`src/rtl/alu_pkg.sv`:
```
// Shared ALU definitions: opcodes, flag bit positions and the flags record
// used by the result stage.
package alu_pkg;

    localparam logic [2:0] OP_ADD = 3'd0;
    localparam logic [2:0] OP_SUB = 3'd1;
    localparam logic [2:0] OP_AND = 3'd2;
    localparam logic [2:0] OP_OR  = 3'd3;
    localparam logic [2:0] OP_XOR = 3'd4;
    localparam logic [2:0] OP_SHL = 3'd5;
    localparam logic [2:0] OP_SHR = 3'd6;
    localparam logic [2:0] OP_NOT = 3'd7;

    localparam int FLG_S = 3;
    localparam int FLG_C = 2;
    localparam int FLG_P = 1;
    localparam int FLG_Z = 0;

    // Field order matches the FLG_* bit indices when the struct is packed.
    typedef struct packed {
        logic s;
        logic c;
        logic p;
        logic z;
    } alu_flags_t;

    // Width of one stored entry: {result[15:0], opcode, flags}.
    localparam int ENTRY_W = 16 + 3 + 4;

endpackage

```
`src/rtl/alu_result_stage_fifo.sv`:
```
// Synchronous FIFO with occupancy count; the head is read straight from storage
// and the last popped word is held while the FIFO is empty.
module sync_fifo #(
    parameter int WIDTH = 23,
    parameter int DEPTH = 4,
    localparam int AW = $clog2(DEPTH),
    localparam int LW = AW + 1
) (
    input  logic             clk,
    input  logic             rst,
    input  logic             push,
    input  logic             pop,
    input  logic [WIDTH-1:0] wdata,
    output logic [WIDTH-1:0] rdata,
    output logic             full,
    output logic             empty,
    output logic [LW-1:0]    level
);

    logic [WIDTH-1:0] mem [DEPTH];
    logic [AW-1:0]    wr_ptr;
    logic [AW-1:0]    rd_ptr;
    logic [LW-1:0]    level_q;
    logic [WIDTH-1:0] last_q;
    logic             wr_en;
    logic             rd_en;

    assign full  = (level_q == LW'(DEPTH));
    assign empty = (level_q == '0);
    assign level = level_q;
    // A full FIFO refuses the write even if a pop frees a slot this cycle.
    assign wr_en = push && !full;
    assign rd_en = pop && !empty;
    assign rdata = empty ? last_q : mem[rd_ptr];

    always_ff @(posedge clk) begin
        if (wr_en) begin
            mem[wr_ptr] <= wdata;
        end
    end

    always_ff @(posedge clk or posedge rst) begin
        if (rst) begin
            wr_ptr  <= '0;
            rd_ptr  <= '0;
            level_q <= '0;
            last_q  <= '0;
        end else begin
            if (wr_en) begin
                wr_ptr <= wr_ptr + AW'(1);
            end
            if (rd_en) begin
                rd_ptr <= rd_ptr + AW'(1);
                last_q <= mem[rd_ptr];
            end
            case ({wr_en, rd_en})
                2'b10:   level_q <= level_q + LW'(1);
                2'b01:   level_q <= level_q - LW'(1);
                default: level_q <= level_q;
            endcase
        end
    end

endmodule

```
`src/rtl/alu_result_stage.sv`:
```
// Registered output stage behind the 16-bit ALU: queues results with opcode and
// flags, and tracks sticky carry/zero status plus a count of accepted pushes.
module alu_result_stage
    import alu_pkg::*;
#(
    parameter int DEPTH = 4,
    parameter int CNT_W = 16,
    localparam int LW = $clog2(DEPTH) + 1
) (
    input  logic             clk,
    input  logic             rst,
    input  logic             in_valid,
    output logic             in_ready,
    input  logic [16:0]      in_result,
    input  logic [2:0]       in_opcode,
    input  logic             in_s,
    input  logic             in_c,
    input  logic             in_p,
    input  logic             in_z,
    output logic             out_valid,
    input  logic             out_ready,
    output logic [15:0]      out_result,
    output logic [2:0]       out_opcode,
    output logic [3:0]       out_flags,
    output logic             sticky_c,
    output logic             sticky_z,
    input  logic             clr_sticky,
    output logic [CNT_W-1:0] op_count,
    output logic [LW-1:0]    level
);

    // The ALU may report carry either on in_c or on result bit 16.
    function automatic alu_flags_t merge_flags(input logic [16:0] r, input logic s,
                                               input logic c, input logic p,
                                               input logic z);
        alu_flags_t f;
        f.s = s;
        f.c = c | r[16];
        f.p = p;
        f.z = z;
        return f;
    endfunction

    alu_flags_t           flags_in;
    logic [ENTRY_W-1:0]   wdata;
    logic [ENTRY_W-1:0]   rdata;
    logic                 full;
    logic                 empty;
    logic                 push_acc;

    assign flags_in  = merge_flags(in_result, in_s, in_c, in_p, in_z);
    assign wdata     = {in_result[15:0], in_opcode, flags_in};
    assign in_ready  = !full;
    assign out_valid = !empty;
    assign push_acc  = in_valid && !full;
    assign {out_result, out_opcode, out_flags} = rdata;

    sync_fifo #(
        .WIDTH(ENTRY_W),
        .DEPTH(DEPTH)
    ) u_fifo (
        .clk  (clk),
        .rst  (rst),
        .push (in_valid),
        .pop  (out_ready),
        .wdata(wdata),
        .rdata(rdata),
        .full (full),
        .empty(empty),
        .level(level)
    );

    // A push that sets a sticky bit takes priority over a simultaneous clear.
    always_ff @(posedge clk or posedge rst) begin
        if (rst) begin
            op_count <= '0;
            sticky_c <= 1'b0;
            sticky_z <= 1'b0;
        end else begin
            if (push_acc) begin
                op_count <= op_count + CNT_W'(1);
            end
            if (push_acc && flags_in.c) begin
                sticky_c <= 1'b1;
            end else if (clr_sticky) begin
                sticky_c <= 1'b0;
            end
            if (push_acc && flags_in.z) begin
                sticky_z <= 1'b1;
            end else if (clr_sticky) begin
                sticky_z <= 1'b0;
            end
        end
    end

endmodule

```
`config.mk`:
```
export PLATFORM = sky130hd
export DESIGN_NAME = alu_result_stage
export DESIGN_NICKNAME = d
export VERILOG_FILES = /design/src/rtl/alu_pkg.sv /design/src/rtl/alu_result_stage_fifo.sv /design/src/rtl/alu_result_stage.sv
export SDC_FILE = /design/constraint.sdc
export NUM_CORES = 1
export LEC_CHECK = 0
export CAP_MARGIN = 25
export CORE_UTILIZATION = 40
export CTS_CLUSTER_DIAMETER = 120
export DETAILED_ROUTE_END_ITERATION = 10
export RECOVER_POWER = 100
export SLEW_MARGIN = 20
export SYNTH_ARGS = -nofsm -noshare
export SYNTH_HDL_FRONTEND = slang
export SYNTH_SLANG_ARGS = --single-unit
```
`constraint.sdc`:
```
create_clock -name clk -period 4.89 [get_ports clk]
set_clock_uncertainty 0.1 [all_clocks]
set_input_delay 0.7335 -clock clk [delete_from_list [all_inputs] [get_ports clk]]
set_output_delay 0.7335 -clock clk [all_outputs]
set_load 0.1 [all_outputs]
```
# Word level (Yosys, flattened, before mapping)
# Memory sizes are Yosys's and may differ from the RTL's.
# Cells that the tools add are included.
# word_totals
word_cells	34
in_bits	29
ram_bits	92
n_memories	1
register_bits	48
out_inout_bits	46
# mem_list
memory	words	word_bits	read_ports	rd_ports_with_merged_regs	wr	line_no	rtl
u_fifo.mem	4	23	1	0	1	alu_result_stage_fifo.sv:20	logic [WIDTH-1:0] mem [DEPTH];
# op_classes
n_mux	7
n_reduce_logical	10
n_addsub	5
eq_ne	3
bitwise_logic	1
# ops
cell	count
23-bit two-way mux	1
16-bit by 1-bit adder with 16-bit output, second input constant	1
3-bit case mux with 2 select lines	1
2-bit nonzero test	3
1-bit two-way mux	5
2-bit by 1-bit adder with 2-bit output, second input constant	2
1-bit logical AND	4
3-bit by 1-bit adder with 3-bit output, second input constant	1
3-bit equality test, second input constant	1
3-bit zero test	1
3-bit by 1-bit subtractor with 3-bit output, second input constant	1
2-bit by 1-bit equality test with 1-bit output, second input constant	1
2-bit equality test, second input constant	1
1-bit zero test	2
1-bit bitwise OR	1

# Logic depth before layout (Yosys ltp)
# Gate-level depths: netlist of the first run.
# logic_depth
word_depth	5
depth_mapped	11
depth_no_buf	9

# Hierarchy
# Synthesis of the first run repeated with hierarchy kept, for this count alone.
# hier_totals
hier_cells	300
hier_area_um2	5728.0
# modules_own_cells
mod	seq_area_each_um2	instances	area_per_inst_um2	cells_per_inst
sync_fifo	3513.4	1	4914.7	233
alu_result_stage	450.4	1	813.3	67

# Worst setup path before layout of the first run
# No wires, ideal clock.
# synth_timing
path_type	flip-flop to output port
from	register u_fifo.level_q[0], in the netlist u_fifo.level[0]
to	output out_result[10]
slack_ns	0.953
stages_incl_launch_ff	5
n_path_buf	2
t_arrival_ns	3.103
t_required_ns	4.056
path_cell_list	dfrtp_1 > or3_1 > buf_6 > clkbuf_1 > mux2_2
# synth_via
elab_chain_cells	2
# synth_lines
item	line_no	rtl
from (decl)	alu_result_stage_fifo.sv:23	logic [LW-1:0] level_q;
from (signal assigned)	alu_result_stage_fifo.sv:57	2'b10: level_q <= level_q + LW'(1);
from (signal assigned)	alu_result_stage_fifo.sv:58	2'b01: level_q <= level_q - LW'(1);
from (signal assigned)	alu_result_stage_fifo.sv:59	default: level_q <= level_q;
3-bit zero test	alu_result_stage_fifo.sv:29	assign empty = (level_q == '0);
23-bit two-way mux	alu_result_stage_fifo.sv:34	assign rdata = empty ? last_q : mem[rd_ptr];
to (decl)	alu_result_stage.sv:22	output logic [15:0] out_result,
# Every way passes these cells.

# Worst setup path after layout of the first run
# layout_timing
from	register u_fifo.rd_ptr[0]
to	output out_result[12]
# layout_via
elab_chain_cells	2
# layout_lines
item	line_no	rtl
from (decl)	alu_result_stage_fifo.sv:22	logic [AW-1:0] rd_ptr;
from (signal assigned)	alu_result_stage_fifo.sv:53	rd_ptr <= rd_ptr + AW'(1);
memory 4 x 23 bit	--	
23-bit two-way mux	alu_result_stage_fifo.sv:34	
# Every way passes these cells.

==> out/summary.txt, run 1 <==
Filler Cell Count: 1143
Met1 capacity usage during global routing: 0.196
Port bufs: 74
Initial antenna violation count: 1
Most frequent cells in the layout: edfxtp_1 (92), dlygate4sd3_1 (48), dfrtp_1 (48)
RSZ-0062 raised after global routing: no
Largest net degree at the start of global routing: 49
Hold buffers post-CTS: 0
Die Ht: 122 um
Top fanout value on the critical path: 25
H-tree levels: 4
CP endpoint kind: output pin
Share of layout cells above drive strength 1: 0.280
Seq. cell area: 3960 um^2
Setup crit end: out_result[12]
Slew HR: -0.527
Root buffer cell: clkbuf_16
DRT iter0 DRCs: 209
Synth area leaders: edfxtp_1 (48%), dfrtp_1 (21%), mux4_2 (9.1%)
First-pass GRT wire length: 16200 um
Routed len/inst: 17.3 um
CTS sink count: 140
Sequential area share after synthesis: 0.693
Vias: 2873
Cell taking the most area after synthesis: edfxtp_1
Dpl ws: 1880 ps
Worst r2r src: u_fifo.level[0]
Worst path cell trace: mux4_2, mux2_2, buf_4
# IOs: 75
Distinct cells, synth: 30
Mean area per synthesized cell: 18.8 um^2
Min Clock Period, post-route: 3870 ps
Detail Placement HPWL: 6120 um
Cells after synthesis: 305
PnR worst setup slack: 1020 ps
Worst-Margin Slew: 2280 ps
Multi-input logic area: 1570 um^2
DR DRC count: 0
Yosys reg bits: 140
Syn nets: 341
Status: finished, violations left
CP Data Arrival Time: 3030 ps
FMAX: 0.259 GHz
CTS tree: done
Worst-path clk slew: 60 ps
Cell Area, Synth: 5720 um^2
Commonest non-fill, non-tap cell in the layout: edfxtp_1
Synth warn: 0
Vias/cell: 4.92
Min-delay worst type: reg -> reg
Setup TNS: 0 ps
Reg-to-reg endpoint: u_fifo.level[2]
Vias in the first global route: 2945
Critical Path Start Type: flop
Final setup violation count: 0
Maximum root-to-sink buffer count: 2
Num CTS Buffers: 17
Crit share post-route: 0.791
Worst Reg2Reg Path Length in Cells: 9
Final core utilization: 0.507
Fin. max-slew vios: 123
Routed WL: 10100 um
Total gr overflow: 0
M2 GR Usage: 0.245
# rows: 43
Total Routing Usage GR: 0.154
Failing checks: max-capacitance violations, max-slew violations
Busiest grt layer: met2
# resized after CTS: 0
Internal reg-to-reg setup slack: 2040 ps
Initial DRT Pass Iterations: 4
Worst path max stage delay: 1420 ps
CP Class: reg -> out
Worst setup startpoint: u_fifo.rd_ptr[0]
Area Growth Syn to Fin: 23.4%
Starting Density: 0.411
GP Congestion: 0.675
Share of the synthesized area in the top cell type: 0.483
Clk_lat worst skew: 420 ps
Core area: 13900 um^2
Die extent in x: 122 um
Slowest-stage cell, CP: dfrtp_1
Nets: 426
Antenna Violating Nets Remaining: 0
Required time of the critical path: 4060 ps
Hold Fails Final Rpt: 0
Postcts setup bufs: 0
Die Area: 14800 um^2
M3 GR Usage: 0.0501
Maxcap violations: 4
## Yosys cell counts (all sizes together)
master / n
or3: 1
nand4: 3
nand2: 12
or4: 1
ha: 6
edfxtp: 92
and4: 2
clkbuf: 5
nor3: 2
xnor2: 16
inv: 10
dfrtp: 48
o21ai: 1
mux2: 46
mux4: 23
nand3: 4
nor2: 4
or3b: 1
and2: 2
mux2i: 1
a22o: 2
buf: 9
xor2: 5
fa: 1
or2: 1
and3: 7
## sequential cells by signal (all words and copies together) (netlist names)
signal / flops
u_fifo.level: 3
u_fifo.last_q: 23
sticky_z: 1
u_fifo.wr_ptr: 2
u_fifo.rd_ptr: 2
u_fifo.mem: 92
op_count: 16
sticky_c: 1
## layout make-up
type / instances / share of cell area
inverter: 10 / 0.00549
timing repair buffer: 80 / 0.101
clock inverter: 15 / 0.0179
tap: 180 / 0.0319
clock buffer: 17 / 0.0603
sequential: 140 / 0.561
antenna: 1 / 0.000354
multi-input combinational: 141 / 0.222
## routing by layer
metal,routed length [um],vias up
met4,140,0
li1,-,1335
met5,0,-
met3,435,11
met2,5040,65
met1,4460,1462
## worst max-delay path: cells and delay by family (launching register included)
kind	cells	cell delay [ps]
multiplexers	2	960
flip-flops	1	1420
buffers and inverters	1	230
## stage by stage
stage / hold WS (ps) / instances / area (um^2)
6_report: 364 / 584 / 7060
5_1_grt: 404 / 583 / 7060
4_1_cts: 380 / 583 / 7140
3_5_place_dp: 373 / 551 / 6590
3_3_place_gp: 360 / 551 / 6590
2_1_floorplan: 377 / 305 / 5720
## worst min-delay path by stage
stage / cells after the start / startpoint / endpoint
after global placement: 1 / op_count[15] / op_count[15]
after CTS: 1 / op_count[15] / op_count[15]
after floorplan: 1 / u_fifo.last_q[17] / u_fifo.last_q[17]
after detailed placement: 1 / op_count[15] / op_count[15]
after global routing: 1 / op_count[15] / op_count[15]
final: 1 / op_count[15] / op_count[15]
## kinds of logic after synthesis
logic type,count (synthesis),share of synthesized area
DFF,140,0.693
adders and majority gates,7,0.0166
xor gates and xnor gates,21,0.0322
and+or+nand+nor,40,0.0383
buffers and inverters,24,0.0221
muxes,70,0.194
AOI/OAI and AO/OA,3,0.00394
Power of run 1 is not shown: default switching activity piles up to over one toggle a cycle in this logic, so the estimate is an artifact.
==> run 2: changes to the inputs <==
Clock period 4.89 ns to 3.5 ns, I/O delays scaled along.
==> run 2 against run 1 <==
  * Sequential cell count stayed put
  * The flow still finishes with violations (max-capacitance violations, max-slew violations)
  * Sequential share of layout area is 2.4 points lower
  * Register-to-register slack worse by 1300 ps
  * Final cell count is 0.51% higher
  * Routed wire length is 2.9% higher
  * Critical endpoint is now out_result[2]
  * Die area stayed put
  * Via count is 0.31% lower
  * Final area is 4.6% higher
  * Count of clock-buffer cells in the layout is 2 higher
  * Worst setup slack worse by 740 ps
==> out/summary.txt, run 2 (same netlist as run 1, synthesis figures left out) <==
Multi-input logic area: 1560 um^2 (-0.40%)
Share of layout cells above drive strength 1: 0.221 (-0.0593)
Routed len/inst: 17.7 um (+2.3%)
FMAX: 0.310 GHz
CP Class: reg -> out
Vias/cell: 4.88 (-0.82%)
Filler Cell Count: 1133 (-0.87%)
Vias: 2864 (-0.31%)
RSZ-0062 raised after global routing: no
Required time of the critical path: 2870 ps (-1190 ps)
Worst Path Buf+Inv: 2 (+1)
Seq. cell area: 3970 um^2 (about the same)
Slowest-stage cell, CP: dfrtp_2
CP Data Arrival Time: 2600 ps (-430 ps)
Num CTS Buffers: 17 (unchanged)
Detail Placement HPWL: 6540 um (+6.9%)
Total Routing Usage GR: 0.157 (+0.00287)
Routed WL: 10400 um (+2.9%)
Starting Density: 0.411 (unchanged)
Total gr overflow: 0 (unchanged)
First-pass GRT wire length: 16600 um (+2.3%)
Kind of cell adding the most delay to the critical path: multiplexers
Die extent in x: 122 um (unchanged)
Flip-flop count of the largest register after layout: 92 (unchanged)
Internal reg-to-reg setup slack: 730 ps (-1310 ps)
Crit share post-route: 0.921
Initial DRT Pass Iterations: 6 (+2)
Setup TNS: 0 ps (unchanged)
Area Growth Syn to Fin: 29.1%
Min Clock Period, post-route: 3220 ps
CP endpoint kind: output pin
GP Congestion: 0.708 (+4.9%)
Port bufs: 74 (unchanged)
Final setup violation count: 0 (unchanged)
Die Area: 14800 um^2 (unchanged)
Vias in the first global route: 3050 (+3.6%)
Initial antenna violation count: 0 (-1)
Reg-to-reg endpoint: u_fifo.level[2]
Most frequent cells in the layout: edfxtp_1 (92), dfrtp_1 (47), dlygate4sd3_1 (46)
Failing checks: max-capacitance violations, max-slew violations
Largest Register: u_fifo.mem
Commonest non-fill, non-tap cell in the layout: edfxtp_1
Core area: 13900 um^2 (unchanged)
Cell depth of the worst min-delay path: 1 (unchanged)
Maximum root-to-sink buffer count: 2 (unchanged)
Postcts setup bufs: 0 (unchanged)
Maxcap violations: 4 (unchanged)
DR DRC count: 0 (unchanged)
Hold Fails Final Rpt: 0 (unchanged)
Hold path endpoint: u_fifo.last_q[13]
H-tree levels: 4 (unchanged)
Antenna Violating Nets Remaining: 0 (unchanged)
Slew HR: -0.0822 (+0.444)
Critical Path Start Type: flop
Worst r2r src: u_fifo.level[0]
Worst path cell trace: buf_4, mux4_2, mux2_1, buf_12
# rows: 43 (unchanged)
DRT iter0 DRCs: 106 (-49%)
# IOs: 75 (unchanged)
Worst-Margin Slew: 1620 ps (-654 ps)
Status: finished, violations left
CTS sink count: 140 (unchanged)
Diodes inserted: 0 (-1)
Worst path max stage delay: 760 ps (-660 ps)
Largest regs: u_fifo.mem x92, u_fifo.last_q x23, op_count x16
Final core utilization: 0.530 (+0.0233)
Fin. max-slew vios: 96 (-22%)
Min-delay worst type: reg -> reg
Hold buffers post-CTS: 0 (unchanged)
# resized after CTS: 0 (unchanged)
Root buffer cell: clkbuf_16
Nets: 430 (+0.94%)
Worst-path clk slew: 60 ps (about the same)
Die Ht: 122 um (unchanged)
Top fanout value on the critical path: 18 (-28%)
CTS tree: done
Largest net degree at the start of global routing: 26 (-47%)
Clk_lat worst skew: 410 ps (about the same)
Hold wc startpoint: u_fifo.last_q[13]
Worst Reg2Reg Path Length in Cells: 9 (unchanged)
## run 2: worst max path at each step
stage	start	to	slack (ps)	cells past startpoint
finish	u_fifo.rd_ptr[0]	out_result[2]	280	4
floorplan	u_fifo.level[2]	u_fifo.level[2]	80	11
global route	u_fifo.rd_ptr[0]	out_result[2]	130	4
CTS	u_fifo.rd_ptr[0]	out_result[2]	240	4
detailed placement	u_fifo.rd_ptr[0]	out_result[2]	710	4
global placement	u_fifo.rd_ptr[0]	out_result[2]	730	4
## run 2: cell type report
cell class | instances | share of cell area
Clock buffer | 19 | 0.0600
Multi-Input combinational cell | 141 | 0.211
Tap cell | 180 | 0.0305
Clock inverter | 13 | 0.0202
Inverter | 10 | 0.00508
Timing Repair Buffer | 84 | 0.136
Sequential cell | 140 | 0.537
## run 2: per-stage QoR
step / instances / cell area [um^2] / hold slack (ps) / setup slack [ps]
floorplan: 305 / 5720 / 377 / 83.6
global placement: 555 / 6900 / 364 / 728
detailed placement: 555 / 6900 / 387 / 706
CTS: 587 / 7490 / 324 / 236
global route: 587 / 7380 / 397 / 129
finish: 587 / 7380 / 381 / 277
## run 2: worst reg2reg max path: stages (launching register included)
cell	delay [ps]
dfrtp_1	420
or3b_2	590
and2_0	370
inv_1	190
ha_1	200
inv_1	60
fa_1	370
xor2_1	150
nor2_1	120
xor2_1	140
## run 2: layer usage
metal  vias up  GRT usage  part of all wire
li1       1342          -                 -
met1      1453      0.194              0.45
met2        57      0.259              0.51
met3        12     0.0473             0.028
met4         0     0.0625             0.015
met5         -          0                 0
Power of run 2 is left out for the same reason.
==> run 3: changes to the inputs <==
Settings changed: CORE_ASPECT_RATIO from default to 1.2.
==> run 3 against run 2 <==
  * The flow finishes with violations (design-rule violations, max-capacitance violations, max-slew violations)
  * Global-route usage up 0.21 points
  * Die area barely moved
  * First-iteration DRC count grew 17%
  * Sequential cell count unchanged
  * Register-to-register slack worse by 130 ps
  * Core utilization is 0.60 points higher
  * Count of clock-buffer cells in the layout stayed put
==> out/summary.txt, run 3 (same netlist as run 1, synthesis figures left out) <==
Required time of the critical path: 2870 ps (about the same)
Hold wc startpoint: op_count[15]
Slowest-stage cell, CP: dfrtp_2
Vias/cell: 5.02 (+2.8%)
Largest Register: u_fifo.mem
Die Area: 14800 um^2 (about the same)
Worst path cell trace: clkbuf_2, mux4_2, mux2_1, buf_12
Die extent in x: 111 um (-8.6%)
Share of layout cells above drive strength 1: 0.238 (+0.0166)
RSZ-0062 raised after global routing: no
Hold path endpoint: op_count[15]
Die Ht: 133 um (+9.4%)
Cell depth of the worst min-delay path: 1 (unchanged)
# resized after CTS: 0 (unchanged)
Slew HR: -0.103 (-0.0212)
# rows: 47 (+9.3%)
Worst-Margin Slew: 1660 ps (+31.8 ps)
DR DRC count: 8 (+8)
First-pass GRT wire length: 17100 um (+3.2%)
Largest net degree at the start of global routing: 30 (+15%)
Postcts setup bufs: 0 (unchanged)
Total gr overflow: 0 (unchanged)
# IOs: 75 (unchanged)
Nets: 431 (+0.23%)
Worst Reg2Reg Path Length in Cells: 9 (unchanged)
Maximum root-to-sink buffer count: 2 (unchanged)
Min-delay worst type: reg -> reg
Initial antenna violation count: 0 (unchanged)
GP Congestion: 0.716 (+1.1%)
Initial DRT Pass Iterations: 7 (+1)
Detail Placement HPWL: 6780 um (+3.7%)
CTS tree: done
Final setup violation count: 0 (unchanged)
Hold buffers post-CTS: 0 (unchanged)
Top fanout value on the critical path: 15 (-3)
Root buffer cell: clkbuf_16
Worst path max stage delay: 700 ps (-60 ps)
Routed len/inst: 18.5 um (+5.0%)
Reg-to-reg endpoint: u_fifo.level[2]
Failing checks: design-rule violations, max-capacitance violations, max-slew violations
Fin. max-slew vios: 96 (unchanged)
CTS sink count: 140 (unchanged)
Core area: 13900 um^2 (-0.40%)
Area Growth Syn to Fin: 30.0%
Starting Density: 0.412 (+0.00167)
Routed WL: 10700 um (+3.6%)
Min Clock Period, post-route: 3170 ps (-51.6 ps)
Dpl ws: 727 ps (+21.7 ps)
H-tree levels: 4 (unchanged)
Crit share post-route: 0.906 (-0.0147)
CP Data Arrival Time: 2550 ps (-50 ps)
Diodes inserted: 0 (unchanged)
FMAX: 0.315 GHz (+1.6%)
Num CTS Buffers: 17 (unchanged)
Total Routing Usage GR: 0.159 (+0.00206)
Internal reg-to-reg setup slack: 600 ps (-130 ps)
Vias in the first global route: 3152 (+3.3%)
CP Class: reg -> out
Filler Cell Count: 1139 (+0.53%)
Worst Path Buf+Inv: 2 (unchanged)
Final Hold Slack: 365 ps (-16.2 ps)
PnR worst setup slack: 329 ps (+51.6 ps)
Commonest non-fill, non-tap cell in the layout: edfxtp_1
Clk_lat worst skew: 410 ps (about the same)
Final core utilization: 0.536 (+0.00603)
Worst setup startpoint: u_fifo.rd_ptr[0]
Maxcap violations: 4 (unchanged)
Critical Path Start Type: flop
Hold Fails Final Rpt: 0 (unchanged)
Port bufs: 74 (unchanged)
Kind of cell adding the most delay to the critical path: multiplexers
Largest regs: u_fifo.mem x92, u_fifo.last_q x23, op_count x16
Flip-flop count of the largest register after layout: 92 (unchanged)
Antenna Violating Nets Remaining: 0 (unchanged)
Status: finished, violations left
Worst-path clk slew: 60 ps (about the same)
Most frequent cells in the layout: edfxtp_1 (92), dfrtp_1 (47), dlygate4sd3_1 (46)
Setup TNS: 0 ps (unchanged)
DRT iter0 DRCs: 124 (+17%)
Worst r2r src: u_fifo.level[0]
CP endpoint kind: output pin
Vias: 2904 (+1.4%)
[run 3: cell count changes in the layout (fill, tap and decap cells not counted), sizes merged]
cell / change
clkinvlp: -2
bufinv: +2
buf: +1
[run 3: per-stage QoR]
step                cell area [um^2]  std cells
floorplan                       5720        305
global placement                6900        547
detailed placement              6900        547
CTS                             7540        579
global route                    7440        579
finish                          7440        579
[run 3: worst register-to-register path, stage by stage, from the launching register on]
cell and delay (ps):
dfrtp_1 410, or3b_2 570, and2_0 390, inv_1 270, ha_1 220, inv_1 60
fa_1 380, xor2_1 160, nor2_1 120, xor2_1 150
[run 3: worst max-delay path by stage]
stage                      endpoint  slack, ps  cells past startpoint
global placement    u_fifo.level[2]        770                      9
detailed placement  u_fifo.level[2]        730                      9
CTS                   out_result[8]        400                      4
global route          out_result[8]        170                      4
floorplan           u_fifo.level[2]         80                     11
finish                 out_flags[1]        330                      4
[run 3: layout make-up]
class / instances / area, um^2 / share of cell area
inverters: 10 / 37.5 / 0.00505
multi-input cells: 141 / 1560 / 0.210
clock inverters: 13 / 195 / 0.0262
well taps: 171 / 214 / 0.0288
repair buffers: 85 / 1010 / 0.136
clock buffers: 19 / 453 / 0.0609
flip-flops and latches: 140 / 3970 / 0.533
[run 3: routing by layer]
metal  vias up  wire, um  global-route usage
met3        15       278              0.0339
li1       1339         -                   -
met1      1497      4520               0.188
met4         0       202              0.0766
met2        53      5730               0.277
met5         -         0                   0
Power of run 3 is left out for the same reason.
